**config.mk**
```make
export PLATFORM = sky130hd
export DESIGN_NAME = column_move_reader
export DESIGN_NICKNAME = d
export VERILOG_FILES = /design/src/rtl/chess_move_pkg.sv /design/src/rtl/move_word_unpacker.sv /design/src/rtl/column_move_reader.sv
export SDC_FILE = /design/constraint.sdc
export NUM_CORES = 1
export LEC_CHECK = 0
export ABC_AREA = 0
export ABC_CLOCK_PERIOD_IN_PS = 4630
export CORE_AREA = 2 2 490 492
export CTS_CLUSTER_SIZE = 8
export DETAILED_ROUTE_END_ITERATION = 12
export DIE_AREA = 0 0 492 494
export PLACE_DENSITY = 0.31
export SYNTH_ARGS = -nofsm -noshare
export SYNTH_HDL_FRONTEND = slang
export SYNTH_SLANG_ARGS = --single-unit
```
**constraint.sdc**
```tcl
create_clock -name clk -period 4.63 [get_ports clk]
set_input_delay 0.463 -clock clk [delete_from_list [all_inputs] [get_ports clk]]
set_output_delay 0.463 -clock clk [all_outputs]
set_load 0.005 [all_outputs]
```
**src/rtl/chess_move_pkg.sv**
```systemverilog
// Shared definitions for the column move readers: move layout, flag bit
// positions within the 7-bit flag field, and the scan FSM state encoding.
package chess_move_pkg;

  localparam int MW     = 19;
  localparam int LANES  = 8;
  localparam int NCOL   = 8;
  localparam int WORD_W = LANES * MW;

  // Move layout is {flag[6:0], from[5:0], to[5:0]}.
  localparam int FLAG_W   = 7;
  localparam int FLAG_LSB = MW - FLAG_W;

  localparam int FLAG_INVALID = 6;
  localparam int FLAG_PROMOTE = 5;
  localparam int FLAG_PAWN    = 4;
  localparam int FLAG_PAWN2   = 3;
  localparam int FLAG_EP      = 2;
  localparam int FLAG_CASTLE  = 1;
  localparam int FLAG_CAPTURE = 0;

  typedef enum logic [2:0] {
    S_IDLE = 3'd0,
    S_SCAN = 3'd1,
    S_WAIT = 3'd2,
    S_CAPT = 3'd3,
    S_UNPK = 3'd4,
    S_DONE = 3'd5
  } state_e;

  function automatic logic lane_is_invalid(input logic [MW-1:0] mv);
    return mv[FLAG_LSB + FLAG_INVALID];
  endfunction

endpackage

```
**src/rtl/move_word_unpacker.sv**
```systemverilog
// Holds one captured FIFO word and walks its eight lanes, skipping invalid
// lanes and presenting valid ones on a valid/ready handshake.
module move_word_unpacker
  import chess_move_pkg::*;
(
  input  logic              clk,
  input  logic              reset,
  input  logic              load_i,
  input  logic [WORD_W-1:0] word_i,
  input  logic              move_ready_i,
  output logic [MW-1:0]     move_data_o,
  output logic              move_valid_o,
  output logic              last_lane_o
);

  logic [WORD_W-1:0] word_q, word_d;
  logic [2:0]        lane_q, lane_d;
  logic              active_q, active_d;
  logic [MW-1:0]     lane_s;
  logic              invalid_s;
  logic              advance_s;

  assign lane_s    = word_q[lane_q*MW +: MW];
  assign invalid_s = lane_is_invalid(lane_s);
  // A lane moves on when it is skipped or when the downstream takes it.
  assign advance_s = active_q && (invalid_s || move_ready_i);

  assign move_valid_o = active_q && !invalid_s;
  assign move_data_o  = move_valid_o ? lane_s : {MW{1'b0}};
  assign last_lane_o  = advance_s && (lane_q == 3'd7);

  always_comb begin
    word_d   = word_q;
    lane_d   = lane_q;
    active_d = active_q;
    if (load_i) begin
      word_d   = word_i;
      lane_d   = 3'd0;
      active_d = 1'b1;
    end else if (advance_s) begin
      lane_d = lane_q + 3'd1;
      if (lane_q == 3'd7) begin
        active_d = 1'b0;
      end else begin
        active_d = 1'b1;
      end
    end else begin
      lane_d = lane_q;
    end
  end

  always_ff @(posedge clk) begin
    if (reset) begin
      word_q   <= {WORD_W{1'b0}};
      lane_q   <= 3'd0;
      active_q <= 1'b0;
    end else begin
      word_q   <= word_d;
      lane_q   <= lane_d;
      active_q <= active_d;
    end
  end

endmodule

```
**src/rtl/column_move_reader.sv**
```systemverilog
// Round-robin drain of the column move FIFOs into one move stream.
// Optional COLUMN_MOVE_COUNT_EN adds a saturating 8-bit move_count output.
module column_move_reader
  import chess_move_pkg::*;
(
  input  logic                   clk,
  input  logic                   reset,
  input  logic                   start,
  input  logic [NCOL-1:0]        col_done,
  input  logic [NCOL-1:0]        col_empty,
  output logic [NCOL-1:0]        col_rden,
  input  logic [NCOL*WORD_W-1:0] col_data,
  output logic [MW-1:0]          move_data,
  output logic                   move_valid,
  input  logic                   move_ready,
  output logic                   busy,
  output logic                   done
`ifdef COLUMN_MOVE_COUNT_EN
  ,
  output logic [7:0]             move_count
`endif
);

  state_e            state_q, state_d;
  logic [2:0]        ptr_q, ptr_d;
  logic [NCOL-1:0]   rden_q, rden_d;
  logic              load_s;
  logic              start_acc_s;
  logic              last_lane_s;
  logic              finished_s;
  logic [WORD_W-1:0] word_s;

  assign finished_s = (&col_done) && (&col_empty);
  assign word_s     = col_data[ptr_q*WORD_W +: WORD_W];

  always_comb begin
    state_d     = state_q;
    ptr_d       = ptr_q;
    rden_d      = {NCOL{1'b0}};
    load_s      = 1'b0;
    start_acc_s = 1'b0;
    case (state_q)
      S_IDLE, S_DONE: begin
        if (start) begin
          state_d     = S_SCAN;
          ptr_d       = 3'd0;
          start_acc_s = 1'b1;
        end else begin
          state_d = state_q;
        end
      end
      S_SCAN: begin
        if (!col_empty[ptr_q]) begin
          rden_d  = {{(NCOL-1){1'b0}}, 1'b1} << ptr_q;
          state_d = S_WAIT;
        end else if (finished_s) begin
          state_d = S_DONE;
        end else begin
          ptr_d = ptr_q + 3'd1;
        end
      end
      // rden is registered, so the FIFO sees it during WAIT and q lands in CAPT.
      S_WAIT: state_d = S_CAPT;
      S_CAPT: begin
        load_s  = 1'b1;
        state_d = S_UNPK;
      end
      S_UNPK: begin
        if (last_lane_s) begin
          state_d = S_SCAN;
        end else begin
          state_d = S_UNPK;
        end
      end
      default: state_d = S_IDLE;
    endcase
  end

  always_ff @(posedge clk) begin
    if (reset) begin
      state_q <= S_IDLE;
      ptr_q   <= 3'd0;
      rden_q  <= {NCOL{1'b0}};
    end else begin
      state_q <= state_d;
      ptr_q   <= ptr_d;
      rden_q  <= rden_d;
    end
  end

  assign col_rden = rden_q;
  assign busy     = (state_q == S_SCAN) || (state_q == S_WAIT) ||
                    (state_q == S_CAPT) || (state_q == S_UNPK);
  assign done     = (state_q == S_DONE);

  move_word_unpacker u_unpacker (
    .clk          (clk),
    .reset        (reset),
    .load_i       (load_s),
    .word_i       (word_s),
    .move_ready_i (move_ready),
    .move_data_o  (move_data),
    .move_valid_o (move_valid),
    .last_lane_o  (last_lane_s)
  );

`ifdef COLUMN_MOVE_COUNT_EN
  logic [7:0] count_q, count_d;

  always_comb begin
    count_d = count_q;
    if (start_acc_s) begin
      count_d = 8'd0;
    end else if (move_valid && move_ready && (count_q != 8'hFF)) begin
      count_d = count_q + 8'd1;
    end else begin
      count_d = count_q;
    end
  end

  always_ff @(posedge clk) begin
    if (reset) begin
      count_q <= 8'd0;
    end else begin
      count_q <= count_d;
    end
  end

  assign move_count = count_q;
`endif

endmodule

```
# After elaboration in Yosys (flattened, before gate mapping)
# Index checks and enable logic that the tools add are counted.
dict set report totals {
  ff_bits 170
  input_bits 1236
  out_inout_bits 30
}
dict set report classes {
  addsub 2
  mul 2
  n_lt_le_gt_ge 1
  eq_ne 10
  shifts 3
  n_mux 16
  bitwise 1
  n_reduce_logical 19
}
# cell n
set op_table {}
lappend op_table {{1216-bit by 12-bit variable part select with 152-bit output} 1}
lappend op_table {{152-bit by 9-bit variable part select with 19-bit output} 1}
lappend op_table {{3-bit 2-to-1 mux} 7}
lappend op_table {{19-bit 2-to-1 mux} 1}
lappend op_table {{3-bit by 5-bit multiplier with 8-bit output (second input constant)} 2}
lappend op_table {{8-bit AND reduction} 2}
lappend op_table {{3-bit case mux with 5 select lines} 1}
lappend op_table {{3-bit == test (second input constant)} 3}
lappend op_table {{1-bit by 3-bit << shifter with 8-bit output (first input constant)} 1}
lappend op_table {{3-bit by 1-bit adder with 3-bit output (second input constant)} 2}
lappend op_table {{3-bit by 2-bit == test with 1-bit output (second input constant)} 2}
lappend op_table {{2-bit inequality test (second input constant)} 3}
lappend op_table {{3-bit case mux with 2 select lines} 1}
lappend op_table {{1-bit 2-to-1 mux} 5}
lappend op_table {{1-bit logical AND} 4}
lappend op_table {{1-bit logical OR} 4}
lappend op_table {{3-bit by 4-bit less-than comparator with 1-bit output (second input constant)} 1}
lappend op_table {{4-bit AND reduction} 1}
lappend op_table {{2-bit nonzero test} 2}
lappend op_table {{2-bit OR reduction} 2}
lappend op_table {{1-bit binary-select mux with 3-bit select} 1}
lappend op_table {{3-bit by 1-bit == test with 1-bit output (second input constant)} 1}
lappend op_table {{3-bit zero test} 1}
lappend op_table {{3-bit inequality test (second input constant)} 1}
lappend op_table {{4 further kinds} 4}

# Depth between registers and ports, before layout
# Gate-level depths: netlist of run 1.
dict set report logic_depth {
  word_depth 7
  mapped_depth 8
}

# By module
# Synthesis of run 1 repeated with hierarchy kept, for this count alone.
dict set report hier_totals {
  cells_unflattened 1565
  hier_area_um2 16565.9
}
# mod n_inst cells_each area_per_inst_um2
set by_module_without_submodules {}
lappend by_module_without_submodules {column_move_reader 1 951 9800.6}
lappend by_module_without_submodules {move_word_unpacker 1 614 6765.2}

# Worst setup path after synthesis of run 1
# Ideal clock, no wire load.
dict set report synth_timing {
  path_kind {flip-flop to output port}
  from {register u_unpacker.lane_q[0]}
  to {output move_data[13]}
  arrival_time_ns 1.839
  t_required_ns 4.167
  path_slack_ns 2.328
  path_stages_with_launch 6
  path_cell_list {dfxtp_1 buf_2 buf_1 mux4_2 mux2i_1 nor2_1}
}
dict set report synth_between {
  elab_chain_len 5
}
# element line
set synth_lines {}
lappend synth_lines {{from (decl)} move_word_unpacker.sv:17} ;# logic [2:0] lane_q, lane_d;
lappend synth_lines {{from (signal assigned)} move_word_unpacker.sv:59} ;# lane_q <= lane_d;
lappend synth_lines {{3-bit by 5-bit multiplier with 8-bit output *} move_word_unpacker.sv:23} ;# assign lane_s = word_q[lane_q*MW +: MW];
lappend synth_lines {{152-bit by 9-bit variable part select with 19-bit output *} move_word_unpacker.sv:23}
lappend synth_lines {{1-bit zero test} move_word_unpacker.sv:28} ;# assign move_valid_o = active_q && !invalid_s;
lappend synth_lines {{1-bit logical AND} move_word_unpacker.sv:28}
lappend synth_lines {{19-bit 2-to-1 mux *} move_word_unpacker.sv:29} ;# assign move_data_o = move_valid_o ? lane_s : {MW{1'b0}};
lappend synth_lines {{to (decl)} column_move_reader.sv:13} ;# output logic [MW-1:0] move_data,
# Mark *: on every way between the ends. The rest lies on a longest branch, timed or not.

# Worst setup path after layout of run 1
dict set report layout_timing {
  from {register u_unpacker.lane_q[1]}
  to {output move_data[9]}
}
# Same word-level chain as after synthesis.

==> results.py, run 1 <==
metrics = {
    "run": {
        "maxCapViolCount": 0,
    },
    "floorplanning": {
        "die_area_sq_um": 243000,
        "pin_count": 1266,
        "dieWidth_um": 492,
        "initial_utilization": 0.06474,
        "die_height_um": 494,
        "placement_rows": 179,
        "core_area_sq_um": 237400,
    },
    "worst_setup_path": {
        "setup.reg_to_reg.worst_slack_ns": 1.76,
        "worstPathRequired_ns": 4.17,
        "critical_path.max_stage_delay_ns": 0.79,
        "critPathBufInv": 1,
        "slowest_stage": "sky130_fd_sc_hd__clkdlybuf4s50_1",
        "worst_r2r_path_depth": 5,
        "cell_breakdown_of_the_critical_path": "mux4_2 > mux2i_1 > nand2_1 > nor2_1 > clkdlybuf4s50_1",
        "endpoint_kind": "output port",
        "critPathLaunchType": "flip-flop",
        "launching_point_of_the_worst_reg2reg_path": "ptr_q[0]",
        "timing_worst_setup_path_type": "flip-flop to output port",
        "regToRegEndpoint": "u_unpacker.word_q[4]",
        "worstPathMaxFanout": 22,
        "worstPathArrival_ns": 3.54,
        "family_with_the_most_delay_on_the_worst_path": "multiplexers",
    },
    "placed_design": {
        "place_congestion": 0.8644,
        "detailedPlace.worstSlack_ns": 1.032,
        "io_buffers": 1264,
        "placed_cells": 5579,
        "dpl.hpwl_um": 190200,
        "placed_cell_area_sq_um": 32030,
    },
    "final_layout": {
        "post_route_cells_drive_above_1_share": 0.1800,
        "final_net_count": 3673,
        "syn2layout_area_growth_pct": 113.1,
        "fin_area_sq_um": 32760,
        "filler_cell_count": 26860,
        "fin_cells": 5667,
    },
    "timing": {
        "fin_skew_ns": 0.02113,
        "timing_max_transition_violations_final": 0,
        "final_min_period_over_clock_period": 0.8636,
        "layout_min_cycle_time_ns": 3.999,
        "setup_slack_ns": 0.6314,
        "final-setup-viol-count": 0,
        "worst_slew_pin_slew_ns": 1.038,
        "hold_ws_ns": 0.4641,
        "fmaxAchievable_ghz": 0.2501,
        "grt_setup_unrepaired": "false",
        "finalSetupTns_ns": 0,
        "hold_violations": 0,
        "relSlewSlack": 0.3078,
    },
    "clocking": {
        "cts_tree": "done",
        "max-clock-path-buffers": 2,
        "clk_pin_slew_ns": 0.08,
        "cts.root.buffer_cell": "sky130_fd_sc_hd__clkbuf_16",
        "clk-insertion-delay-late_ns": 0.55,
        "post-cts-setup-buffer-count": 0,
        "clock_buffers_created_by_tritoncts": 17,
        "post_cts_resized": 0,
        "cts_hold_buf": 0,
        "cts_num_sinks": 170,
        "htree_num_levels": 4,
    },
    "route": {
        "wire_per_inst_um": 36.96,
        "wirelength_um": 209500,
        "via_per_inst": 3.217,
        "remaining_drc_errors": 0,
        "vias": 18230,
        "first_iter_violations": 907,
        "route.antenna.remaining_nets": 0,
        "drt_pre_antenna_iters": 5,
    },
    "synthesis": {
        "synth.yosys.warnings": 0,
        "synth-edff-count": 0,
        "synth_async_sr_flop_share": 0,
        "syn-cell-area_sq_um": 15370,
        "netlist_instances": 1229,
        "synth.ff_latch_count": 170,
        "synth_flop_cell": "sky130_fd_sc_hd__dfxtp_1",
        "syn_area_per_cell_sq_um": 12.51,
        "yosys.cell_types.count": 37,
        "synth_sequential_area_ratio": 0.2214,
        "postSynthNetCount": 2471,
    },
    "pwr": {
        "p_per_area_nw_per_um2": 279.3,
        "switching_share": 0.4063,
        "p_seq_frac": 0.202,
        "pwr-share-clk": 0.175,
        "p_sw_mw": 3.717,
        "total_internal_power_mw": 5.432,
        "power_frac_comb": 0.622,
        "power.static_leakage_nw": 10.87,
        "ir_worst_vdd_mv": 0.2856,
    },
    "global_route": {
        "use_met2": 0.2744,
        "vias_in_the_first_global_route": 19130,
        "first_pass_grt_wire_length_um": 251500,
        "grt-busiest-layer": "met2",
        "met1_usage": 0.1951,
        "remaining_global_route_overflow": 0,
        "grt_antenna_before_repair": 308,
        "grt_start_max_net_pins": 153,
        "gr-usage-met3": 0.09365,
        "track_usage": 0.1673,
    },
    "min_path": {
        "whs_path_depth": 2,
        "min_to": "u_unpacker.word_q[14]",
        "hp-class": "flip-flop to flip-flop",
        "worst_hold_path_startpoint": "u_unpacker.word_q[14]",
    },
    "outcome": {
        "status": "finished, final reports clean",
    },
}
## layout by cell type (no fill, tap or decap), types with 2 or more instances in the layout
cell	count
sky130_fd_sc_hd__buf_12	13
sky130_fd_sc_hd__dfxtp_1	166
sky130_fd_sc_hd__mux4_2	344
sky130_fd_sc_hd__dfxtp_4	3
sky130_fd_sc_hd__nor4_1	3
sky130_fd_sc_hd__buf_4	40
sky130_fd_sc_hd__nor2b_1	2
sky130_fd_sc_hd__inv_6	6
sky130_fd_sc_hd__nand4_1	5
sky130_fd_sc_hd__mux2_2	2
sky130_fd_sc_hd__mux2i_1	175
sky130_fd_sc_hd__diode_2	56
sky130_fd_sc_hd__nand2_1	158
sky130_fd_sc_hd__clkinvlp_4	2
sky130_fd_sc_hd__o21ai_0	155
sky130_fd_sc_hd__xnor2_1	3
sky130_fd_sc_hd__nor2_1	32
sky130_fd_sc_hd__clkbuf_16	17
sky130_fd_sc_hd__inv_8	4
sky130_fd_sc_hd__a21oi_1	4
sky130_fd_sc_hd__ha_1	6
sky130_fd_sc_hd__and3_1	3
sky130_fd_sc_hd__clkdlybuf4s50_1	1263
sky130_fd_sc_hd__nor3_1	5
sky130_fd_sc_hd__clkinv_2	2
sky130_fd_sc_hd__inv_1	10
## worst max path at each step
stage                    endpoint                  from  cells past startpoint
detailed placement   move_data[9]  u_unpacker.lane_q[0]                      5
floorplan           move_data[13]  u_unpacker.lane_q[0]                      5
CTS                  move_data[9]  u_unpacker.lane_q[0]                      5
global route         move_data[9]  u_unpacker.lane_q[0]                      5
global placement     move_data[9]  u_unpacker.lane_q[0]                      5
finish               move_data[9]  u_unpacker.lane_q[1]                      5
## cells in the mapped netlist, types with 2 or more instances
master	count	area, sq um
sky130_fd_sc_hd__a21oi_1	5	25.02
sky130_fd_sc_hd__and3_1	3	18.77
sky130_fd_sc_hd__buf_1	43	161.4
sky130_fd_sc_hd__buf_2	29	145.1
sky130_fd_sc_hd__clkbuf_1	60	225.2
sky130_fd_sc_hd__dfxtp_1	170	3403
sky130_fd_sc_hd__ha_1	6	75.07
sky130_fd_sc_hd__inv_1	10	37.54
sky130_fd_sc_hd__mux2_2	2	22.52
sky130_fd_sc_hd__mux2i_1	175	1752
sky130_fd_sc_hd__mux4_2	344	7747
sky130_fd_sc_hd__nand2_1	159	596.8
sky130_fd_sc_hd__nand4_1	5	31.28
sky130_fd_sc_hd__nor2_1	32	120.1
sky130_fd_sc_hd__nor2b_1	2	12.51
sky130_fd_sc_hd__nor3_1	5	25.02
sky130_fd_sc_hd__nor4_1	3	18.77
sky130_fd_sc_hd__o21ai_0	155	775.7
sky130_fd_sc_hd__xnor2_1	3	26.28
## metal layers
layer	vias to the layer above	wire length (um)
li1	7509	-
met1	8881	83350
met2	1251	96100
met3	399	26140
met4	190	2621
met5	-	1254
## sequential cells by signal (all words and copies together) (netlist names)
signal / flops
col_rden: 8
ptr_q: 3
state_q: 3
u_unpacker.active_q: 1
u_unpacker.lane_q: 3
u_unpacker.word_q: 152
## logic make-up after synthesis
family	share of synthesized area
adders and majority gates	0.004884
buffers and inverters	0.03777
AOI/OAI and AO/OA	0.05715
muxes	0.6210
and+or+nand+nor	0.05528
xor gates and xnor gates	0.002280
other	0.0002440
DFF	0.2214
## per-stage QoR
stage / util / total power [mW]
2_1_floorplan: - / 4.715
3_3_place_gp: 0.1349 / 7.850
3_5_place_dp: 0.1349 / 7.853
4_1_cts: 0.1374 / 9.548
5_1_grt: 0.1375 / 9.746
6_report: 0.1380 / 9.149
## final cells by class
class,instances,area [sq um],share of cell area
clock buffers,17,425.4,0.01299
clock inverters,15,157.7,0.004813
inverters,11,48.80,0.001490
multi-input cells,915,11400,0.3482
flip-flops and latches,170,3416,0.1043
repair buffers,1316,13200,0.4030
diodes,56,140.1,0.004278
well taps,3167,3963,0.1210
## tightest hold or removal path, delay by kind of cell (launching register included)
family / cells / cell delay (ns)
flops: 1 / 0.33
compound gates: 1 / 0.06
simple gates: 1 / 0.05
## power groups by stage
stage | Clock (mW) | Sequential (mW) | Combinational (mW)
after floorplan | 0 | 1.63 | 3.08
after global placement | 0 | 1.91 | 5.94
after detailed placement | 0 | 1.91 | 5.95
after CTS | 1.72 | 1.87 | 5.96
after global routing | 1.74 | 1.88 | 6.13
final | 1.60 | 1.85 | 5.69
Power figures use the tool's default switching activity.
==> run 2: changes to the inputs <==
==> constraint.sdc (replaced) <==
create_clock -name clk -period 4.63 [get_ports clk]
set_input_delay 0.926 -clock clk [delete_from_list [all_inputs] [get_ports clk]]
set_output_delay 0.926 -clock clk [all_outputs]
set_load 0.005 [all_outputs]
==> results.py, run 2 (synthesis gave the netlist of run 1 again) <==
metrics = {
    "run": {
        "maxCapViolCount": 0,
    },
    "clocking": {
        "clk_pin_slew_ns": 0.07,
        "cts_num_sinks": 170,
        "clock_buffers_created_by_tritoncts": 17,
        "max-clock-path-buffers": 2,
        "cts_tree": "done",
        "cts.root.buffer_cell": "sky130_fd_sc_hd__clkbuf_16",
        "cts_hold_buf": 0,
        "post-cts-setup-buffer-count": 0,
        "clk-insertion-delay-late_ns": 0.47,
        "post_cts_resized": 0,
        "htree_num_levels": 4,
    },
    "worst_setup_path": {
        "endpoint_kind": "output port",
        "timing_worst_setup_path_type": "flip-flop to output port",
        "critPathLaunchType": "flip-flop",
        "setup.reg_to_reg.worst_slack_ns": 1.50,
        "worstPathRequired_ns": 3.70,
        "worst_r2r_path_depth": 4,
        "worst_setup_path_startpoint": "u_unpacker.lane_q[1]",
        "worstPathMaxFanout": 21,
        "regToRegEndpoint": "u_unpacker.word_q[141]",
        "endpoint": "move_data[13]",
        "launching_point_of_the_worst_reg2reg_path": "ptr_q[0]",
        "worstPathArrival_ns": 3.34,
    },
    "pwr": {
        "ir_worst_vdd_mv": 0.2317,
        "power.static_leakage_nw": 10.92,
        "p_per_area_nw_per_um2": 285.7,
        "p_total_mw": 9.388,
    },
    "placed_design": {
        "io_buffers": 1264,
        "detailedPlace.worstSlack_ns": 0.6389,
        "dpl.hpwl_um": 188100,
        "place_congestion": 0.8747,
    },
    "global_route": {
        "grt_start_max_net_pins": 79,
        "first_pass_grt_wire_length_um": 245900,
        "grt_antenna_before_repair": 300,
        "vias_in_the_first_global_route": 18940,
        "track_usage": 0.1619,
        "remaining_global_route_overflow": 0,
    },
    "outcome": {
        "status": "finished, final reports clean",
    },
    "final_layout": {
        "largest_register_ffs": 152,
        "layout_common_cells": "sky130_fd_sc_hd__clkdlybuf4s50_1 (1261), sky130_fd_sc_hd__mux4_2 (344), sky130_fd_sc_hd__mux2i_1 (174)",
        "largest_register": "u_unpacker.word_q",
        "post_route_cells_drive_above_1_share": 0.1852,
        "final_common_cell": "sky130_fd_sc_hd__clkdlybuf4s50_1",
        "final_net_count": 3686,
        "syn2layout_area_growth_pct": 113.8,
        "final_util": 0.1384,
    },
    "route": {
        "wirelength_um": 204100,
        "maxUsedRoutingLayer": "met5",
        "drt-met1-wl_um": 82490,
        "via_per_inst": 3.209,
        "route.antenna.remaining_nets": 0,
        "wire_per_inst_um": 35.92,
        "route.met3.wl_um": 25690,
        "remaining_drc_errors": 0,
        "first_iter_violations": 952,
        "vias": 18230,
        "drt_pre_antenna_iters": 4,
        "dr_wl_met2_um": 92220,
    },
    "floorplanning": {
        "dieWidth_um": 492,
        "initial_utilization": 0.06474,
        "placement_rows": 179,
        "die_area_sq_um": 243000,
        "pin_count": 1266,
        "die_height_um": 494,
        "core_area_sq_um": 237400,
    },
    "timing": {
        "relSlewSlack": 0.1235,
        "worst_slew_pin_slew_ns": 1.278,
        "finalSetupTns_ns": 0,
        "layout_min_cycle_time_ns": 4.263,
        "setup_slack_ns": 0.3670,
        "hold_violations": 0,
        "grt_setup_unrepaired": "false",
        "fmaxAchievable_ghz": 0.2346,
        "fin_skew_ns": 0.01778,
        "timing_max_transition_violations_final": 0,
        "final-setup-viol-count": 0,
        "final_min_period_over_clock_period": 0.9207,
    },
    "min_path": {
        "hp-class": "flip-flop to flip-flop",
        "worst_hold_path_startpoint": "u_unpacker.word_q[56]",
    },
}
run 2: changes by cell type in the layout (fill, tap and decap cells not counted), sizes merged:
cell / before / now
buf: 53 / 68
clkbuf: 17 / 19
clkdlybuf4s50: 1263 / 1261
inv: 20 / 18
bufinv: 1 / 0
clkinv: 3 / 4
diode: 56 / 57
run 2: how the worst min path moves through the flow:
stage	to	slack [ns]	cells past startpoint
final	u_unpacker.word_q[56]	0.46	2
after global routing	u_unpacker.word_q[65]	0.48	2
after CTS	u_unpacker.word_q[56]	0.47	2
after detailed placement	u_unpacker.word_q[75]	0.45	2
after global placement	u_unpacker.word_q[99]	0.44	2
after floorplan	u_unpacker.word_q[109]	0.42	2
run 2: where the power goes:
part / leakage (nW) / switching [mW] / internal (mW)
combinational: 9.27 / 3.06 / 3.12
clock: 0.276 / 0.710 / 0.727
sequential: 1.37 / 0.200 / 1.57
run 2: metrics by stage:
| step | std cells | area [sq um] | hold slack (ns) |
|---|---|---|---|
| floorplan | 1229 | 15370 | 0.4198 |
| finish | 5681 | 32860 | 0.4583 |
| CTS | 5624 | 32720 | 0.4665 |
| global placement | 5592 | 32140 | 0.4391 |
| detailed placement | 5592 | 32140 | 0.4487 |
| global route | 5631 | 32730 | 0.4817 |
run 2: cell type report:
cell class | instances | area (sq um)
Fill cell | 26780 | 204500
Timing Repair Buffer | 1329 | 13310
Multi-Input combinational cell | 915 | 11410
Tap cell | 3167 | 3963
Sequential cell | 170 | 3416
Clock buffer | 19 | 442.9
Antenna cell | 57 | 142.6
Clock inverter | 13 | 128.9
Inverter | 11 | 48.80
run 2: worst max-delay path, stage by stage (launching register included):
cell and delay [ns]:
sky130_fd_sc_hd__dfxtp_2 0.68, sky130_fd_sc_hd__mux4_2 0.59, sky130_fd_sc_hd__mux2i_1 0.19, sky130_fd_sc_hd__nand2_1 0.50, sky130_fd_sc_hd__nor2_1 0.35, sky130_fd_sc_hd__clkdlybuf4s50_1 0.55
run 2: layer usage:
metal,up-vias,track usage
met5,-,0
met4,196,0.01209
met3,398,0.08901
met2,1239,0.2638
met1,8857,0.1931
li1,7538,-
